==> src/rtl/cam_pkg.sv <==
// rtl/cam_pkg.sv - shared CAM types and array dimensions
//
// Used by the entry writer and the read-select path.
// CAM_NUM_ENTRIES and CAM_WIDTH give the default array size.
// cam_op_e is the writer command opcode.
// cam_wr_state_e is the writer FSM state.
package cam_pkg;

  localparam int CAM_NUM_ENTRIES = 32;
  localparam int CAM_WIDTH       = 32;

  typedef enum logic [1:0] {
    OP_WRITE_IDX = 2'd0,
    OP_ALLOC     = 2'd1,
    OP_INVAL     = 2'd2,
    OP_FLUSH     = 2'd3
  } cam_op_e;

  typedef enum logic {
    ST_IDLE  = 1'b0,
    ST_FLUSH = 1'b1
  } cam_wr_state_e;

endpackage

==> src/rtl/cam_free_prio_enc.sv <==
// rtl/cam_free_prio_enc.sv - lowest-free-entry priority encoder
//
// Finds the lowest entry index whose valid bit is clear.
//   valid    : per-entry valid bits
//   free_idx : lowest index with valid == 0 (0 when none is free)
//   any_free : at least one entry is free
module cam_free_prio_enc #(
  parameter int NUM_ENTRIES = 32,
  parameter int IDX_W       = $clog2(NUM_ENTRIES)
) (
  input  logic [NUM_ENTRIES-1:0] valid,
  output logic [IDX_W-1:0]       free_idx,
  output logic                   any_free
);

  // Scanning from the top down lets the lowest free index win.
  always_comb begin
    free_idx = '0;
    for (int i = NUM_ENTRIES - 1; i >= 0; i--) begin
      if (!valid[i]) free_idx = IDX_W'(i);
    end
    any_free = ~&valid;
  end

endmodule

==> src/rtl/cam_entry_writer.sv <==
// rtl/cam_entry_writer.sv - CAM entry array write controller and storage
//
// Accepts WRITE_IDX, ALLOC, INVAL and FLUSH commands over a valid/ready handshake.
// It holds the registered entry array and the valid bits.
//   clk_i, rst_ni          : clock, async active-low reset
//   cmd_v_i / cmd_ready_o  : command handshake (ready only in IDLE)
//   cmd_op_i, cmd_idx_i,
//   cmd_data_i             : opcode, target index, write data
//   resp_v_o, resp_idx_o,
//   resp_err_o             : one-cycle completion pulse, index, alloc-full error
//   entries_o, valid_o     : registered entry array and valid bits
//   count_o, full_o        : popcount of valid_o, and the array-full flag
module cam_entry_writer
  import cam_pkg::*;
#(
  parameter int NUM_ENTRIES = CAM_NUM_ENTRIES,
  parameter int WIDTH       = CAM_WIDTH,
  parameter int IDX_W       = $clog2(NUM_ENTRIES)
) (
  input  logic                              clk_i,
  input  logic                              rst_ni,
  input  logic                              cmd_v_i,
  output logic                              cmd_ready_o,
  input  logic [1:0]                        cmd_op_i,
  input  logic [IDX_W-1:0]                  cmd_idx_i,
  input  logic [WIDTH-1:0]                  cmd_data_i,
  output logic                              resp_v_o,
  output logic [IDX_W-1:0]                  resp_idx_o,
  output logic                              resp_err_o,
  output logic [NUM_ENTRIES-1:0][WIDTH-1:0] entries_o,
  output logic [NUM_ENTRIES-1:0]            valid_o,
  output logic [IDX_W:0]                    count_o,
  output logic                              full_o
);

  localparam logic [IDX_W:0]   CNT_ONE  = (IDX_W+1)'(1);
  localparam logic [IDX_W:0]   CNT_FULL = (IDX_W+1)'(NUM_ENTRIES);
  localparam logic [IDX_W-1:0] LAST_IDX = IDX_W'(NUM_ENTRIES - 1);

  cam_wr_state_e    state_q;
  logic [IDX_W-1:0] sweep_q;
  logic [IDX_W-1:0] free_idx;
  logic             any_free;
  logic [IDX_W:0]   count_nxt;
  cam_op_e          op;
  logic             accept;

  assign op          = cam_op_e'(cmd_op_i);
  assign cmd_ready_o = (state_q == ST_IDLE);
  assign accept      = cmd_v_i & cmd_ready_o;

  cam_free_prio_enc #(
    .NUM_ENTRIES (NUM_ENTRIES),
    .IDX_W       (IDX_W)
  ) u_free_enc (
    .valid    (valid_o),
    .free_idx (free_idx),
    .any_free (any_free)
  );

  // The count tracks each valid-bit transition on the edge where it happens.
  // This keeps count_o equal to popcount(valid_o) without an adder tree.
  always_comb begin
    count_nxt = count_o;
    if (state_q == ST_FLUSH) begin
      if (valid_o[sweep_q]) count_nxt = count_o - CNT_ONE;
    end else if (accept) begin
      case (op)
        OP_WRITE_IDX: if (!valid_o[cmd_idx_i]) count_nxt = count_o + CNT_ONE;
        OP_ALLOC:     if (any_free)            count_nxt = count_o + CNT_ONE;
        OP_INVAL:     if (valid_o[cmd_idx_i])  count_nxt = count_o - CNT_ONE;
        default:      count_nxt = count_o;
      endcase
    end
  end

  always_ff @(posedge clk_i or negedge rst_ni) begin
    if (!rst_ni) begin
      state_q    <= ST_IDLE;
      sweep_q    <= '0;
      entries_o  <= '0;
      valid_o    <= '0;
      count_o    <= '0;
      full_o     <= 1'b0;
      resp_v_o   <= 1'b0;
      resp_idx_o <= '0;
      resp_err_o <= 1'b0;
    end else begin
      resp_v_o   <= 1'b0;
      resp_idx_o <= '0;
      resp_err_o <= 1'b0;
      count_o    <= count_nxt;
      full_o     <= (count_nxt == CNT_FULL);
      case (state_q)
        ST_IDLE: begin
          if (accept) begin
            case (op)
              OP_WRITE_IDX: begin
                entries_o[cmd_idx_i] <= cmd_data_i;
                valid_o[cmd_idx_i]   <= 1'b1;
                resp_v_o             <= 1'b1;
                resp_idx_o           <= cmd_idx_i;
              end
              OP_ALLOC: begin
                resp_v_o <= 1'b1;
                if (any_free) begin
                  entries_o[free_idx] <= cmd_data_i;
                  valid_o[free_idx]   <= 1'b1;
                  resp_idx_o          <= free_idx;
                end else begin
                  resp_err_o <= 1'b1;
                end
              end
              OP_INVAL: begin
                // Only the valid bit is cleared; the stale data stays readable.
                valid_o[cmd_idx_i] <= 1'b0;
                resp_v_o           <= 1'b1;
                resp_idx_o         <= cmd_idx_i;
              end
              default: begin
                state_q <= ST_FLUSH;
                sweep_q <= '0;
              end
            endcase
          end
        end
        ST_FLUSH: begin
          entries_o[sweep_q] <= '0;
          valid_o[sweep_q]   <= 1'b0;
          sweep_q            <= sweep_q + 1'b1;
          if (sweep_q == LAST_IDX) begin
            state_q  <= ST_IDLE;
            resp_v_o <= 1'b1;
          end
        end
        default: state_q <= ST_IDLE;
      endcase
    end
  end

endmodule
==> config.mk <==
export PLATFORM = sky130hd
export DESIGN_NAME = cam_entry_writer
export DESIGN_NICKNAME = d
export VERILOG_FILES = /design/src/rtl/cam_pkg.sv /design/src/rtl/cam_free_prio_enc.sv /design/src/rtl/cam_entry_writer.sv
export SDC_FILE = /design/constraint.sdc
export NUM_CORES = 2
export LEC_CHECK = 0
export CORE_AREA = 4 4 429 431
export CTS_BUF_LIST = sky130_fd_sc_hd__clkbuf_16
export CTS_CLUSTER_SIZE = 14
export DETAILED_ROUTE_END_ITERATION = 8
export DIE_AREA = 0 0 433 435
export GPL_TIMING_DRIVEN = 0
export PLACE_DENSITY_LB_ADDON = 0.15
export SLEW_MARGIN = 20
export SYNTH_ARGS = -nofsm -noshare
export SYNTH_HDL_FRONTEND = slang
export SYNTH_SLANG_ARGS = --single-unit
==> constraint.sdc <==
create_clock -name clk_i -period 2.9 [get_ports clk_i]
set_input_delay 0.58 -clock clk_i [delete_from_list [all_inputs] [get_ports clk_i]]
set_output_delay 0.58 -clock clk_i [all_outputs]
set_load 0.02 [all_outputs]
==> impl_metrics.env <==
export IMPL_clock_latency_ns=0.80
export IMPL_design_area_um2=68720
export IMPL_crit_chain="buf_6 > o2111ai_2 > a31oi_1 > o21ai_2 > a221o_1 > buf_8 > a22oi_2 > buf_6 > a32oi_4 > o22a_4 > clkbuf_16 > o2bb2ai_1"
export IMPL_areaGrowthSynthToFinish_pct=59.12
export IMPL_cp_top_family="compound AO/OA/AOI/OAI gates"
export IMPL_root_buffer="clkbuf_16"
export IMPL_routed_wl_mm=269.2
export IMPL_p_leak_nw=28.98
export IMPL_endpoint_kind="flop"
export IMPL_status="complete, but fails checks"
export IMPL_path_max_fanout=8
export IMPL_synth_seq_cells=1076
export IMPL_synth_top_area_share_pct=62.34
export IMPL_final_common_cell="clkdlybuf4s50_1"
export IMPL_timing_slew_headroom_pct=27.42
export IMPL_drtIter0Drc=3204
export IMPL_path_clk_slew_ns=0.07
export IMPL_floorplan_initialDensity_pct=23.97
export IMPL_final_net_count=5159
export IMPL_p_total_mw=56.31
export IMPL_power_switching_mw=21.59
export IMPL_htree_levels=4
export IMPL_cts_sinks=1076
export IMPL_dieArea_um2=188400
export IMPL_gp_congestion=0.9107
export IMPL_synth_flop_cell="dfrtp_1"
export IMPL_ys_seq_area_share_pct=62.34
export IMPL_synth_cells=3586
export IMPL_die_w_um=433
export IMPL_numPortBuffers=1108
export IMPL_dr_pass1_iters=8
export IMPL_die_h_um=435
export IMPL_hold_path_class="in -> async"
export IMPL_switching_share_pct=38.34
export IMPL_dpl_cell_area_um2=57710
export IMPL_yosysUniqueCellTypes=91
export IMPL_powerDensity_nw_per_um2=819.4
export IMPL_violations="setup timing"
export IMPL_stdcell_count=7584
export IMPL_synth_edf_count=0
export IMPL_finalWorstSetupSlack_ns=-0.2056
export IMPL_ys_top_cells_by_area="dfrtp_1 (62%), o2bb2ai_1 (11%), nand2_1 (3.7%)"
export IMPL_worst_pin_slew_ns=1.089
export IMPL_routed_via_density=5.150
export IMPL_core_um2=180200
export IMPL_pre_cts_ws_ns=-2.090
export IMPL_drive_gt1_share_pct=20.52
export IMPL_clkPwrFrac_pct=29.1
export IMPL_synth_top_area_cell="dfrtp_1"
export IMPL_timing_final_crit_share_pct=107.1
export IMPL_dpl_hpwl_mm=199.6
export IMPL_ir_drop_mv=0.4674
export IMPL_p_int_mw=34.72
export IMPL_synth_fp_nets=3635
export IMPL_grt_overflow_total=0
export IMPL_slowest_delay_ns=0.54
export IMPL_period_needed_ns=3.106
export IMPL_antenna_found_initial=14
export IMPL_cp_common_cell="buf_6"
export IMPL_ant_nets=0
export IMPL_startpoint_type="flop"
export IMPL_grt_max_degree=132
export IMPL_timing_final_max_slew_violations=0
export IMPL_worst_path_buf_inv=4
export IMPL_whs_ns=0.3854
export IMPL_hold_viol=0
export IMPL_crit_arrival_ns=3.77
export IMPL_cp_slowest_cell="dfrtp_2"
export IMPL_fin_skew_ns=0.04475
export IMPL_seqPwrFrac_pct=34.4
export IMPL_crit_type="reg -> reg"
export IMPL_fmax_mhz=322.0
export IMPL_setup_viol_count_final=605
export IMPL_ios=1113
export IMPL_row_count=156
export IMPL_avgSynthCellArea_um2=12.04
export IMPL_clk_path_buf_depth=3
export IMPL_grt_pass1_vias=39580
export IMPL_place_inst=7083
export IMPL_dr_total_vias=39060
export IMPL_grt_usage_pct=27.56
export IMPL_yosysWarnings=0
export IMPL_combPwrFrac_pct=36.4
export IMPL_required_ns=3.57
export IMPL_cap_violations=0
export IMPL_drc=0
export IMPL_cts_tree="built"
export IMPL_final_cell_mix="clkdlybuf4s50_1 (1,105), dfrtp_1 (1,043), o2bb2ai_1 (452)"
export IMPL_rsz0062_at_grt="true"
export IMPL_grt_pass1_wl_mm=358.6
export IMPL_synthesis_area_um2=43190
export IMPL_cts_buffers=132
export IMPL_async_flop_share_pct=100.0
export IMPL_routedWlPerCell_um=35.50
state kept, by name (all words and copies together) (netlist names):
register / cells
resp_v_o: 1
count_o: 6
resp_idx_o: 5
entries_o: 1024
sweep_q: 5
full_o: 1
resp_err_o: 1
state_q: 1
valid_o: 32
per-stage QoR:
| step | utilization, % | setup TNS (ns) |
|---|---|---|
| floorplan | - | 0 |
| global placement | 31.77 | - |
| detailed placement | 32.03 | -1540.35 |
| finish | 38.15 | -45.24 |
| CTS | 36.75 | -20.04 |
| global route | 38.14 | -93.39 |
final timing paths:
| path | from | endpoint | slack (ns) | cells after the start |
|---|---|---|---|---|
| max | valid_o[18]$_DFFE_PN0P_ | entries_o[698]$_DFFE_PN0P_ | -0.21 | 12 |
| min | rst_ni | entries_o[392]$_DFFE_PN0P_ | 0.39 | 2 |
| max reg2reg | valid_o[18]$_DFFE_PN0P_ | entries_o[698]$_DFFE_PN0P_ | -0.21 | 12 |
| min reg2reg | entries_o[374]$_DFFE_PN0P_ | entries_o[374]$_DFFE_PN0P_ | 0.48 | 1 |
| max in group asynchronous | rst_ni | entries_o[422]$_DFFE_PN0P_ | 0.34 | 5 |
| min in group clk_i | cmd_idx_i[0] | resp_idx_o[0]$_DFF_PN0_ | 0.43 | 4 |
timing repair:
item,4_1_cts,5_1_grt
setup buffers,184,62
hold buffers,1,0
pin swaps,71,68
endpoints found under the setup margin,1086,1022
gates resized for setup,645,410
cloned,14,24
hold endpoints to repair,104,0
power groups by stage:
stage / clock network (mW) / registers (mW) / logic [mW]
2_1_floorplan: 0 / 22.0 / 4.92
3_3_place_gp: 0 / 19.7 / 17.8
3_5_place_dp: 0 / 19.6 / 18.0
4_1_cts: 16.8 / 19.3 / 19.7
5_1_grt: 17.4 / 19.6 / 21.4
6_report: 16.4 / 19.4 / 20.5
cell families (layout without fill, tap and decap cells):
family                   Yosys count  count (layout)  share of synthesized area [%]
AO/OA/AOI/OAI                   1190            1190                          21.51
XOR/XNOR                          12              12                         0.2433
adder cells (fa/ha/maj)            7               7                         0.2028
buffers and inverters            395            2013                          4.004
flip-flops                      1076            1076                          62.34
multiplexers                     171             171                          4.178
other                              0               9                              0
AND/OR/NAND/NOR                  735             736                          7.518
synthesized netlist by cell type, types with 4 or more instances:
cell type and n:
or2_2 6, xnor2_1 7, a32o_1 45, mux2i_1 160, o31ai_1 10, buf_6 11
nand3b_1 7, nand3_1 127, ha_1 7, a22oi_1 15, mux2_2 4, nor2_1 65
a21o_1 8, nor4_1 4, dfrtp_1 1076, inv_1 46, a32oi_1 9, nand2b_1 11
o22ai_1 16, o22a_1 5, buf_4 9, o21a_1 8, and3_1 4, and2_1 5
nor3_1 23, o211ai_1 11, clkbuf_1 205, a21oi_2 6, buf_1 17, mux4_2 7
o21ai_0 243, buf_2 103, xor2_1 5, a21oi_1 34, a31oi_1 10, o21ai_1 34
o2bb2ai_1 543, nor2b_1 7, o221ai_1 12, or3_1 10, nand4_1 19, nand2_1 428
a22o_1 132
area by class of cell:
| type | count | area, um2 |
|---|---|---|
| tap | 2370 | 2965 |
| multi-input combinational | 2116 | 16690 |
| timing repair buffer | 1401 | 14740 |
| sequential | 1076 | 26970 |
| antenna | 9 | 22.52 |
| inverter | 49 | 191.4 |
| clock inverter | 94 | 778.2 |
| buffer | 334 | 2987 |
| fill | 17790 | 111400 |
| clock buffer | 135 | 3378 |
routing by layer:
metal  track usage (%)  vias up  routed length (um)
li1                  -    16380                   -
met5                 0        -                  27
met3             7.179      444               19570
met1             32.82    20480              104200
met4             12.51        4               13500
met2             46.51     1749              132000
Note: power is estimated with default switching activity, not from simulation.
